### config.mk
export PLATFORM = sky130hd
export DESIGN_NAME = xram_wait_responder
export DESIGN_NICKNAME = d
export VERILOG_FILES = /design/src/rtl/xram_pkg.sv /design/src/rtl/xram_lfsr.sv /design/src/rtl/xram_wait_responder.sv
export SDC_FILE = /design/constraint.sdc
export NUM_CORES = 1
export LEC_CHECK = 0
export BUFFER_PORTS_ARGS = -buffer_cell sky130_fd_sc_hd__buf_2
export CORE_MARGIN = 2
export CORE_UTILIZATION = 30
export DETAILED_ROUTE_END_ITERATION = 16
export PLACE_DENSITY = 0.6
export SLEW_MARGIN = 30
export SYNTH_ARGS = -nofsm -noshare
export SYNTH_HDL_FRONTEND = slang
export SYNTH_SLANG_ARGS = --single-unit
### constraint.sdc
create_clock -name clk -period 3.3 [get_ports clk]
set_input_delay 0.33 -clock clk [delete_from_list [all_inputs] [get_ports clk]]
set_output_delay 0.33 -clock clk [all_outputs]
set_load 0.05 [all_outputs]
### src/rtl/xram_pkg.sv
// -----------------------------------------------------------------------------
// xram_pkg
// Shared types and constants for the Xram wait-state responder.
//   xram_state_e : responder FSM states
//   LFSR_SEED    : value loaded into the jitter LFSR at reset
//   LFSR_TAPS    : feedback mask for x^8 + x^6 + x^5 + x^4 + 1
//   JIT_W        : width of the per-access jitter term (0..3 extra waits)
// -----------------------------------------------------------------------------
package xram_pkg;

  typedef enum logic [1:0] {
    IDLE = 2'd0,
    WAIT = 2'd1,
    RESP = 2'd2
  } xram_state_e;

  localparam logic [7:0] LFSR_SEED = 8'hA5;
  // Bits 7,5,4,3 correspond to polynomial terms x^8, x^6, x^5, x^4.
  localparam logic [7:0] LFSR_TAPS = 8'hB8;
  localparam int         JIT_W     = 2;

endpackage

### src/rtl/xram_lfsr.sv
// -----------------------------------------------------------------------------
// xram_lfsr
// 8-bit Fibonacci LFSR used to jitter the number of wait states.
// Ports:
//   clk     in  clock
//   rst_n   in  async active-low reset (loads SEED)
//   en_i    in  advance one step this cycle
//   lfsr_o  out current LFSR state
// -----------------------------------------------------------------------------
module xram_lfsr
  import xram_pkg::*;
#(
  parameter logic [7:0] SEED = LFSR_SEED
) (
  input  logic       clk,
  input  logic       rst_n,
  input  logic       en_i,
  output logic [7:0] lfsr_o
);

  logic [7:0] lfsr_q;
  logic [7:0] lfsr_d;

  always_comb begin
    lfsr_d = lfsr_q;
    if (en_i) begin
      lfsr_d = {lfsr_q[6:0], ^(lfsr_q & LFSR_TAPS)};
    end
  end

  // NOTE: state registers use non-blocking assignments so every flop samples
  // the pre-edge values; blocking here would create order-dependent races.
  always_ff @(posedge clk or negedge rst_n) begin
    if (!rst_n) begin
      lfsr_q <= SEED;
    end else begin
      lfsr_q <= lfsr_d;
    end
  end

  assign lfsr_o = lfsr_q;

endmodule

### src/rtl/xram_wait_responder.sv
// -----------------------------------------------------------------------------
// xram_wait_responder
// RAM-side responder for the Xram req/gnt/rvalid port. Inserts a programmable,
// optionally jittered number of wait states before raising ram_rready_o /
// ram_wready_o, and drives an external 1-cycle-latency single-port SRAM macro
// only in the grant cycle. Read data is returned the cycle after a read grant
// and held until the next read returns.
// Ports:
//   clk, rst_n                  clock, async active-low reset
//   ram_en_i/addr/we/be/wdata   arbitrated request stream
//   ram_rready_o/ram_wready_o   read/write may be granted this cycle
//   ram_rdata_o                 read data (held)
//   cfg_rd_wait_i/cfg_wr_wait_i wait-state configuration (sampled when idle)
//   cfg_jitter_en_i             add 0..3 pseudo-random waits per access
//   busy_o                      request present but not granted
//   sram_*_o / sram_q_i         SRAM macro pins
// -----------------------------------------------------------------------------
module xram_wait_responder
  import xram_pkg::*;
#(
  parameter int ADDR_WIDTH  = 32,
  parameter int DATA_WIDTH  = 32,
  parameter int MEM_DEPTH   = 4096,
  parameter int WAIT_W      = 4,
  parameter int RST_RD_WAIT = 1,
  parameter int RST_WR_WAIT = 0
) (
  input  logic                          clk,
  input  logic                          rst_n,
  input  logic                          ram_en_i,
  input  logic [ADDR_WIDTH-1:0]         ram_addr_i,
  input  logic                          ram_we_i,
  input  logic [DATA_WIDTH/8-1:0]       ram_be_i,
  input  logic [DATA_WIDTH-1:0]         ram_wdata_i,
  output logic                          ram_rready_o,
  output logic                          ram_wready_o,
  output logic [DATA_WIDTH-1:0]         ram_rdata_o,
  input  logic [WAIT_W-1:0]             cfg_rd_wait_i,
  input  logic [WAIT_W-1:0]             cfg_wr_wait_i,
  input  logic                          cfg_jitter_en_i,
  output logic                          busy_o,
  output logic                          sram_cs_o,
  output logic                          sram_we_o,
  output logic [$clog2(MEM_DEPTH)-1:0]  sram_addr_o,
  output logic [DATA_WIDTH/8-1:0]       sram_be_o,
  output logic [DATA_WIDTH-1:0]         sram_wdata_o,
  input  logic [DATA_WIDTH-1:0]         sram_q_i
);

  localparam int BE_W  = DATA_WIDTH / 8;
  localparam int AL    = $clog2(BE_W);
  localparam int IDX_W = $clog2(MEM_DEPTH);
  // One extra bit so target = max wait + max jitter fits.
  localparam int CNT_W = WAIT_W + 1;
  localparam logic [CNT_W-1:0] CNT_MAX = CNT_W'((2 ** WAIT_W) - 1 + 3);

  xram_state_e         state_q, state_d;
  logic [CNT_W-1:0]    cnt_q, cnt_d;
  logic [JIT_W-1:0]    jit_q, jit_d;
  logic [WAIT_W-1:0]   rd_wait_q, rd_wait_d;
  logic [WAIT_W-1:0]   wr_wait_q, wr_wait_d;
  logic [DATA_WIDTH-1:0] hold_q, hold_d;

  logic [7:0]          lfsr;
  logic [JIT_W-1:0]    live_jit;
  logic [JIT_W-1:0]    cur_jit;
  logic [WAIT_W-1:0]   base_wait;
  logic [CNT_W-1:0]    tgt;
  logic                at_tgt;
  logic                grant;

  xram_lfsr #(.SEED(LFSR_SEED)) u_lfsr (
    .clk    (clk),
    .rst_n  (rst_n),
    .en_i   (1'b1),
    .lfsr_o (lfsr)
  );

  // Target wait count. In WAIT the jitter captured at access start is reused,
  // while the base follows the current we so a requester switch mid-wait
  // retargets to the new access type. In IDLE/RESP cnt_q is 0, so at_tgt
  // reduces to "zero-wait access", giving a same-cycle combinational grant.
  always_comb begin
    live_jit  = cfg_jitter_en_i ? lfsr[JIT_W-1:0] : '0;
    cur_jit   = (state_q == WAIT) ? jit_q : live_jit;
    base_wait = ram_we_i ? wr_wait_q : rd_wait_q;
    tgt       = CNT_W'(base_wait) + CNT_W'(cur_jit);
    at_tgt    = (cnt_q >= tgt);
  end

  assign ram_rready_o = ram_en_i & ~ram_we_i & at_tgt;
  assign ram_wready_o = ram_en_i &  ram_we_i & at_tgt;
  assign grant        = ram_rready_o | ram_wready_o;
  assign busy_o       = ram_en_i & ~grant;

  // The macro is touched only in the grant cycle; the fields come straight
  // from the inputs so whichever requester is present at grant wins.
  assign sram_cs_o    = grant;
  assign sram_we_o    = ram_we_i;
  assign sram_addr_o  = ram_addr_i[AL +: IDX_W];
  assign sram_be_o    = ram_be_i;
  assign sram_wdata_o = ram_wdata_i;

  assign ram_rdata_o  = (state_q == RESP) ? sram_q_i : hold_q;

  // NOTE: every signal written here gets a default first; a path that skips
  // an assignment would otherwise infer a latch.
  always_comb begin
    state_d   = state_q;
    cnt_d     = cnt_q;
    jit_d     = jit_q;
    rd_wait_d = rd_wait_q;
    wr_wait_d = wr_wait_q;
    hold_d    = hold_q;

    // Config only changes between accesses, never while one is pending.
    if (state_q == IDLE && !ram_en_i) begin
      rd_wait_d = cfg_rd_wait_i;
      wr_wait_d = cfg_wr_wait_i;
    end

    if (state_q == RESP) begin
      hold_d = sram_q_i;
    end

    case (state_q)
      IDLE, RESP: begin
        // A request arriving during RESP is treated exactly like one in IDLE.
        cnt_d   = '0;
        state_d = IDLE;
        if (ram_en_i) begin
          if (grant) begin
            state_d = ram_we_i ? IDLE : RESP;
          end else begin
            state_d = WAIT;
            cnt_d   = CNT_W'(1);
            jit_d   = live_jit;
          end
        end
      end
      WAIT: begin
        if (!ram_en_i) begin
          // Withdrawal: abandon the access without touching the macro.
          state_d = IDLE;
          cnt_d   = '0;
        end else if (grant) begin
          state_d = ram_we_i ? IDLE : RESP;
          cnt_d   = '0;
        end else if (cnt_q != CNT_MAX) begin
          cnt_d = cnt_q + CNT_W'(1);
        end
      end
      default: begin
        state_d = IDLE;
        cnt_d   = '0;
      end
    endcase
  end

  always_ff @(posedge clk or negedge rst_n) begin
    if (!rst_n) begin
      state_q   <= IDLE;
      cnt_q     <= '0;
      jit_q     <= '0;
      rd_wait_q <= WAIT_W'(RST_RD_WAIT);
      wr_wait_q <= WAIT_W'(RST_WR_WAIT);
      hold_q    <= '0;
    end else begin
      state_q   <= state_d;
      cnt_q     <= cnt_d;
      jit_q     <= jit_d;
      rd_wait_q <= rd_wait_d;
      wr_wait_q <= wr_wait_d;
      hold_q    <= hold_d;
    end
  end

  // Only the low LFSR bits feed jitter and only the word-index slice of the
  // byte address selects a macro row; the rest is intentionally ignored.
  logic unused_bits;
  assign unused_bits = ^{lfsr[7:JIT_W], ram_addr_i};

endmodule

==> results of run 1 <==
==> metrics by stage <==
step / total power (uW) / utilization, % / instance area [um2] / cells
5_1_grt: 3560 / 36.6 / 3530 / 429
3_3_place_gp: 2580 / 33.0 / 3180 / 405
2_1_floorplan: 2400 / - / 2930 / 236
4_1_cts: 3360 / 36.1 / 3480 / 426
3_5_place_dp: 2610 / 33.0 / 3180 / 405
6_report: 3360 / 36.6 / 3530 / 429
==> flip-flops by register name (all words and copies together) (netlist names) <==
signal         cells
u_lfsr.lfsr_o      8
state_q            2
rd_wait_q          4
hold_q            32
jit_q              2
wr_wait_q          4
cnt_q              5
==> final cells by class <==
type,count,area share [%]
sequential,57,40.6
multi-input combinational,116,32.3
timing repair buffer,99,16.2
tap,133,4.72
clock buffer,11,3.73
clock inverter,5,1.60
inverter,8,0.852
==> logic make-up (layout without fill, tap and decap cells) <==
family | Yosys count | in the layout | synth area share, %
AOI/OAI and AO/OA | 22 | 22 | 6.62
muxes | 44 | 44 | 16.8
xor gates and xnor gates | 8 | 8 | 2.39
buffers and inverters | 63 | 123 | 14.8
and+or+nand+nor | 32 | 32 | 6.02
DFF | 57 | 57 | 48.9
adders and majority gates | 10 | 10 | 4.52
==> how the worst max path moves through the flow <==
| stage | start | to | slack, ps | cells after the start |
|---|---|---|---|---|
| finish | state_q[0]$_DFFE_PN0P_ | busy_o | 10 | 13 |
| CTS | state_q[1]$_DFFE_PN0P_ | ram_wready_o | -4 | 11 |
| detailed placement | state_q[0]$_DFFE_PN0P_ | ram_wready_o | 20 | 14 |
| global route | state_q[0]$_DFFE_PN0P_ | busy_o | -150 | 13 |
| global placement | state_q[0]$_DFFE_PN0P_ | ram_wready_o | 80 | 14 |
| floorplan | ram_we_i | ram_rready_o | 80 | 12 |
==> where the power goes <==
part | internal, uW | total, uW | leakage [uW] | switching [uW]
Clock | 348 | 629 | 0.0000933 | 281
Combinational | 611 | 1720 | 0.000895 | 1100
Sequential | 927 | 1010 | 0.000718 | 87.6
Total | 1890 | 3360 | 0.00171 | 1470
==> routing by layer <==
layer | vias to the layer above | share of wire, %
met5 | - | 0
met4 | 0 | 1.6
met3 | 11 | 6.2
met2 | 55 | 50
met1 | 898 | 43
li1 | 871 | -
==> cells in the final DEF, fill, tap and decap left out, types with 3 or more instances in the layout <==
cell type,Yosys,layout
dfrtp_1,52,52
ha_1,9,6
a21oi_1,3,3
nand2_1,8,5
buf_4,52,18
nor2_1,8,6
buf_2,1,76
mux2_2,41,41
o21a_1,4,4
dfstp_2,5,5
inv_1,8,6
buf_6,0,4
nand3_1,3,3
clkbuf_8,0,9
nand2_2,0,3
xnor2_1,6,6
==> what timing repair did <==
| action | in CTS | in global routing |
|---|---|---|
| endpoints found under the hold margin | 0 | 5 |
| buffers inserted | 5 | 2 |
| hold buffers | 0 | 1 |
| endpoints found under the setup margin | 4 | 4 |
| gates resized for setup | 23 | 5 |
| pin swaps | 4 | 6 |
==> worst register-to-register path, cell delays in order, from the launching register on <==
cell and delay (ps):
dfrtp_1 360, inv_2 60, nor2_4 190, nand2_2 70
o21ai_2 60, ha_2 200, inv_2 40, fa_2 550
ha_4 210, a2111oi_4 380, buf_4 200, buf_4 100
buf_4 90, buf_4 100, o311ai_2 130, a211oi_1 210
==> run summary, run 1 <==
Run status = finished clean
Max Clock Skew = 11.4 ps
Yosys reg bits = 57
Syn avg cell area = 12.4 um2
Startpoint Class = flop
# diodes = 0
Top_reg_cell synth = dfrtp_1
Dpl hpwl = 4100 um
Wire per inst = 12.8 um
Core footprint = 9640 um2
First drt pass iteration count = 4
Critical R2R Launch = state_q[0]$_DFFE_PN0P_
Post-synth top cells = 52 x buf_4, 52 x dfrtp_1, 41 x mux2_2
Share of layout cells above drive strength 1 = 60.5%
Worst Setup End Kind = output pin
R2R depth = 15
Global-route wire length before repair = 8520 um
Hold Crit Class = input port to flop
Initial Utilization = 30.4%
Initial antenna violation count = 0
Worst path slowest cell = fa_2
Grt met1 use = 13.4%
Unrepaired setup endpoints after global routing = true
Relative slew slack = 57.5%
CTS clk-pin slew, worst paths = 70 ps
Fill cell count = 1,002
Sequential element share of the synthesized area = 48.9%
Reg2Reg Setup Slack = 260 ps
DR vias/cell = 4.28
Crit share post-route = 99.6%
Layout Nets = 414
Layout area overhead = 20.3%
PwrDens = 953 nW/um2
Reg2reg end = cnt_q[1]$_DFFE_PN0P_
Final hold slack = 222 ps
RePlAce Congestion = 0.807
Final setup vio count = 0
WHS Endpoint = rd_wait_q[2]$_DFFE_PN0P_
Antenna-violating nets left = 0
Crit path max fanout = 5
Root Driver = clkbuf_8
Port Buf Inserts = 81
Buf+Inv Stages, Crit Path = 5
Num CTS Buffers = 9
Mapped Nets = 359
Fin Setup TNS = 0 ps
Hold Crit Start = cfg_rd_wait_i[2]
Clock Path Buffers = 2
Tightest Pin Transition = 635 ps
Number of DRC markers in iteration 0 = 46
Grt peak-use layer = met2
Largest area contributor in the netlist = dfrtp_1
Most frequent CP cell = inv_2
Required @ worst endpoint = 2970 ps
Syn Inst Count = 236
GR Layer Usage met2 = 16.3%
Worst-Skew Late Latency = 330 ps
Delay of the slowest critical-path stage = 550 ps
Fin. Hold Viols = 0
Pleak = 0.00171 uW
Total track usage = 10.6%
Fin worst setup slack = 12.2 ps
CP Class = flop to output pin
CP delay by family, top = adder cells
Total grt overflow = 0
Yosys Warn Count = 0
Htree depth = 3
Largest net degree at the start of global routing = 41
CTS sink cnt = 57
Met3 GRT Util = 3.59%
Area share of the largest cell type after synthesis = 44.4%
Final Max Tran Viols = 0
Area of the multi-input gates = 1140 um2
Synth unique cells = 38
Worst VDD drop = 0.411 mV
Die height = 103 um
Number of flops mapped to enable cells by yosys = 0
Crit path time final = 3290 ps
Register Area = 1430 um2
CP Cell Sequence = inv_2, nor2_4, nand2_2, o21ai_2, ha_2, inv_2, fa_2, ha_4, a2111oi_4, buf_4, o31ai_4, inv_1, buf_6
CTS tree = done
Worst Path Arrival = 2960 ps
Total Routed Length = 5470 um
Post-Syn Area = 2930 um2
Vias in the first global route = 1,838
Max Cap Violations = 0
Die width = 103 um
Via Count = 1,835
Max Clock Freq = 0.304 GHz
Dpl ws = 22.8 ps
IO Pins = 198
Asr flop ratio synth = 100%
Area contributors post-synth = dfrtp_1 44%, mux2_2 16%, buf_4 13%
Worst Hold Path Cells = 2
# DRC = 0
DIE AREA = 10,600 um2
Std cell rows = 36
Note: power is estimated with default switching activity, not from simulation.
==> run 2, diff against run 1 <==
CAP_MARGIN = 5   (was unset)
SETUP_SLACK_MARGIN = 0.3   (was unset)
==> run 2 against run 1 <==
Effect of this change:
- critical path depth is 1 lower
- sequential power is essentially flat
- sequential share of layout area is 0.20 points lower
- clock-buffer cell count grew 1
- cell count down 1.6%
- non-clock buffer count down 7
- flip-flop and latch count did not move
- worst hold slack worse by 210 ps
- total power shrank 0.44%
- utilization up 0.18 points
- maximum frequency decreased by 0.28%
- via count is 0.11% higher
==> run summary, run 2 (synthesis gave the netlist of run 1 again) <==
Die height = 103 um
Register Area = 1430 um2
Layout Nets = 407
Initial antenna violation count = 0
Max Clock Skew = 10.2 ps
CP Class = flop to output pin
Worst Setup End Kind = output pin
Layout area overhead = 20.9%
Pleak = 0.00168 uW
Tightest Pin Transition = 610 ps
Clock Path Buffers = 2
Hold Crit Class = input port to asynchronous set/reset pin
Max Clock Freq = 0.303 GHz
Core footprint = 9640 um2
Initial Utilization = 30.4%
Dpl hpwl = 4170 um
Share of layout cells above drive strength 1 = 62.3%
# DRC = 0
Crit path max fanout = 6
Most frequent CP cell = inv_2
Fill cell count = 987
Largest net degree at the start of global routing = 49
Most frequent cells in the layout = 76 x buf_2, 52 x dfrtp_1, 41 x mux2_2
PwrDens = 944 nW/um2
Run status = finished clean
Top Layer Used = met4
Required @ worst endpoint = 2970 ps
Worst Path Arrival = 2970 ps
Commonest non-fill, non-tap cell in the layout = buf_2
Max Cap Violations = 0
Vias in the first global route = 1,889
CTS clk-pin slew, worst paths = 70 ps
IO Pins = 198
Global-route wire length before repair = 8690 um
Num CTS Buffers = 9
Final setup vio count = 0
Final Total Pwr = 3340 uW
Buf+Inv Stages, Crit Path = 3
Crit path time final = 3300 ps
Final hold slack = 11.0 ps
Number of DRC markers in iteration 0 = 30
# diodes = 0
Biggest register = hold_q
Delay of the slowest critical-path stage = 560 ps
Non-filler cells, final = 422
CTS tree = done
CP Cell Sequence = inv_2, nor2_4, nand2_2, o21ai_2, ha_2, inv_2, fa_2, ha_4, a2111oi_4, nor3_4, o211a_4, buf_8
Worst-Skew Late Latency = 330 ps
Fin. Hold Viols = 0
Final Max Tran Viols = 0
Total Routed Length = 5700 um
Routed wl met2 = 2850 um
Total grt overflow = 0
DIE AREA = 10,600 um2
Via Count = 1,837
First drt pass iteration count = 3
Crit share post-route = 99.9%
Unrepaired setup endpoints after global routing = true
RePlAce Congestion = 0.799
Post-CTS Hold Buffers = 0
Dpl cells = 402
Port Buf Inserts = 81
Antenna-violating nets left = 0
DR WL met3 = 369 um
Final Util = 36.8%
Std cell rows = 36
Met1 WL = 2370 um
DR vias/cell = 4.35
Relative slew slack = 59.1%
Area of the multi-input gates = 1180 um2
Wire per inst = 13.5 um
Startpoint Class = flop
Worst VDD drop = 0.451 mV
Max reg flops = 32
CP delay by family, top = adder cells
Die width = 103 um
Worst path slowest cell = fa_2
Root Driver = clkbuf_8
CTS sink cnt = 57
Total track usage = 10.8%
Htree depth = 3
==> run 2: changes by cell type in the layout (fill, tap and decap cells not counted), moves of 2 or more <==
cell / change
buf_4: -8
buf_6: -3
buf_8: +4
clkbuf_8: +2
clkinvlp_4: +2
o21a_1: -2
o21a_2: +2
==> run 2: repair_timing <==
item / 4_1_cts / 5_1_grt
pin swaps: 5 / 12
endpoints found under the setup margin: 4 / 10
resized for setup: 21 / 12
gates cloned: 0 / 0
buffers inserted: 2 / 1
==> run 2: stage by stage <==
| stage | worst slack (ps) | instance area, um2 | setup TNS, ps |
|---|---|---|---|
| floorplan | 313 | 2950 | 0 |
| global placement | 148 | 3180 | 0 |
| detailed placement | 142 | 3180 | 0 |
| CTS | -49.9 | 3460 | -68.4 |
| global route | -155 | 3540 | -599 |
| finish | 3.13 | 3540 | 0 |
==> run 2: final cells by class <==
cell class,instances,share of cell area [%]
inverters,8,0.847
clock buffers,12,4.38
flip-flops and latches,57,40.4
multi-input cells,116,33.2
well taps,133,4.70
repair buffers,92,15.6
clock inverters,4,0.777
==> run 2: worst paths after layout <==
path	start	endpoint	depth (start not counted)	slack, ps
max reg2reg	state_q[0]$_DFFE_PN0P_	jit_q[0]$_DFFE_PN0N_	13	330
min reg2reg	u_lfsr.lfsr_o[6]$_DFF_PN0_	u_lfsr.lfsr_o[7]$_DFF_PN1_	0	350
min in group clk	cfg_rd_wait_i[1]	rd_wait_q[1]$_DFFE_PN0P_	2	230
max	state_q[0]$_DFFE_PN0P_	ram_wready_o	12	3
min	rst_n	rd_wait_q[2]$_DFFE_PN0P_	1	10
max in group asynchronous	rst_n	hold_q[27]$_DFF_PN0_	2	2690
==> run 2: per-layer routing <==
metal / vias to the layer above / track usage, %
li1: 852 / -
met1: 905 / 12.9
met2: 63 / 17.3
met3: 17 / 3.19
met4: 0 / 6.07
met5: - / 0
==> run 2: report_power, final <==
| part | switching [uW] | internal, uW |
|---|---|---|
| clock network | 281 | 312 |
| registers | 88.7 | 927 |
| logic | 1120 | 611 |
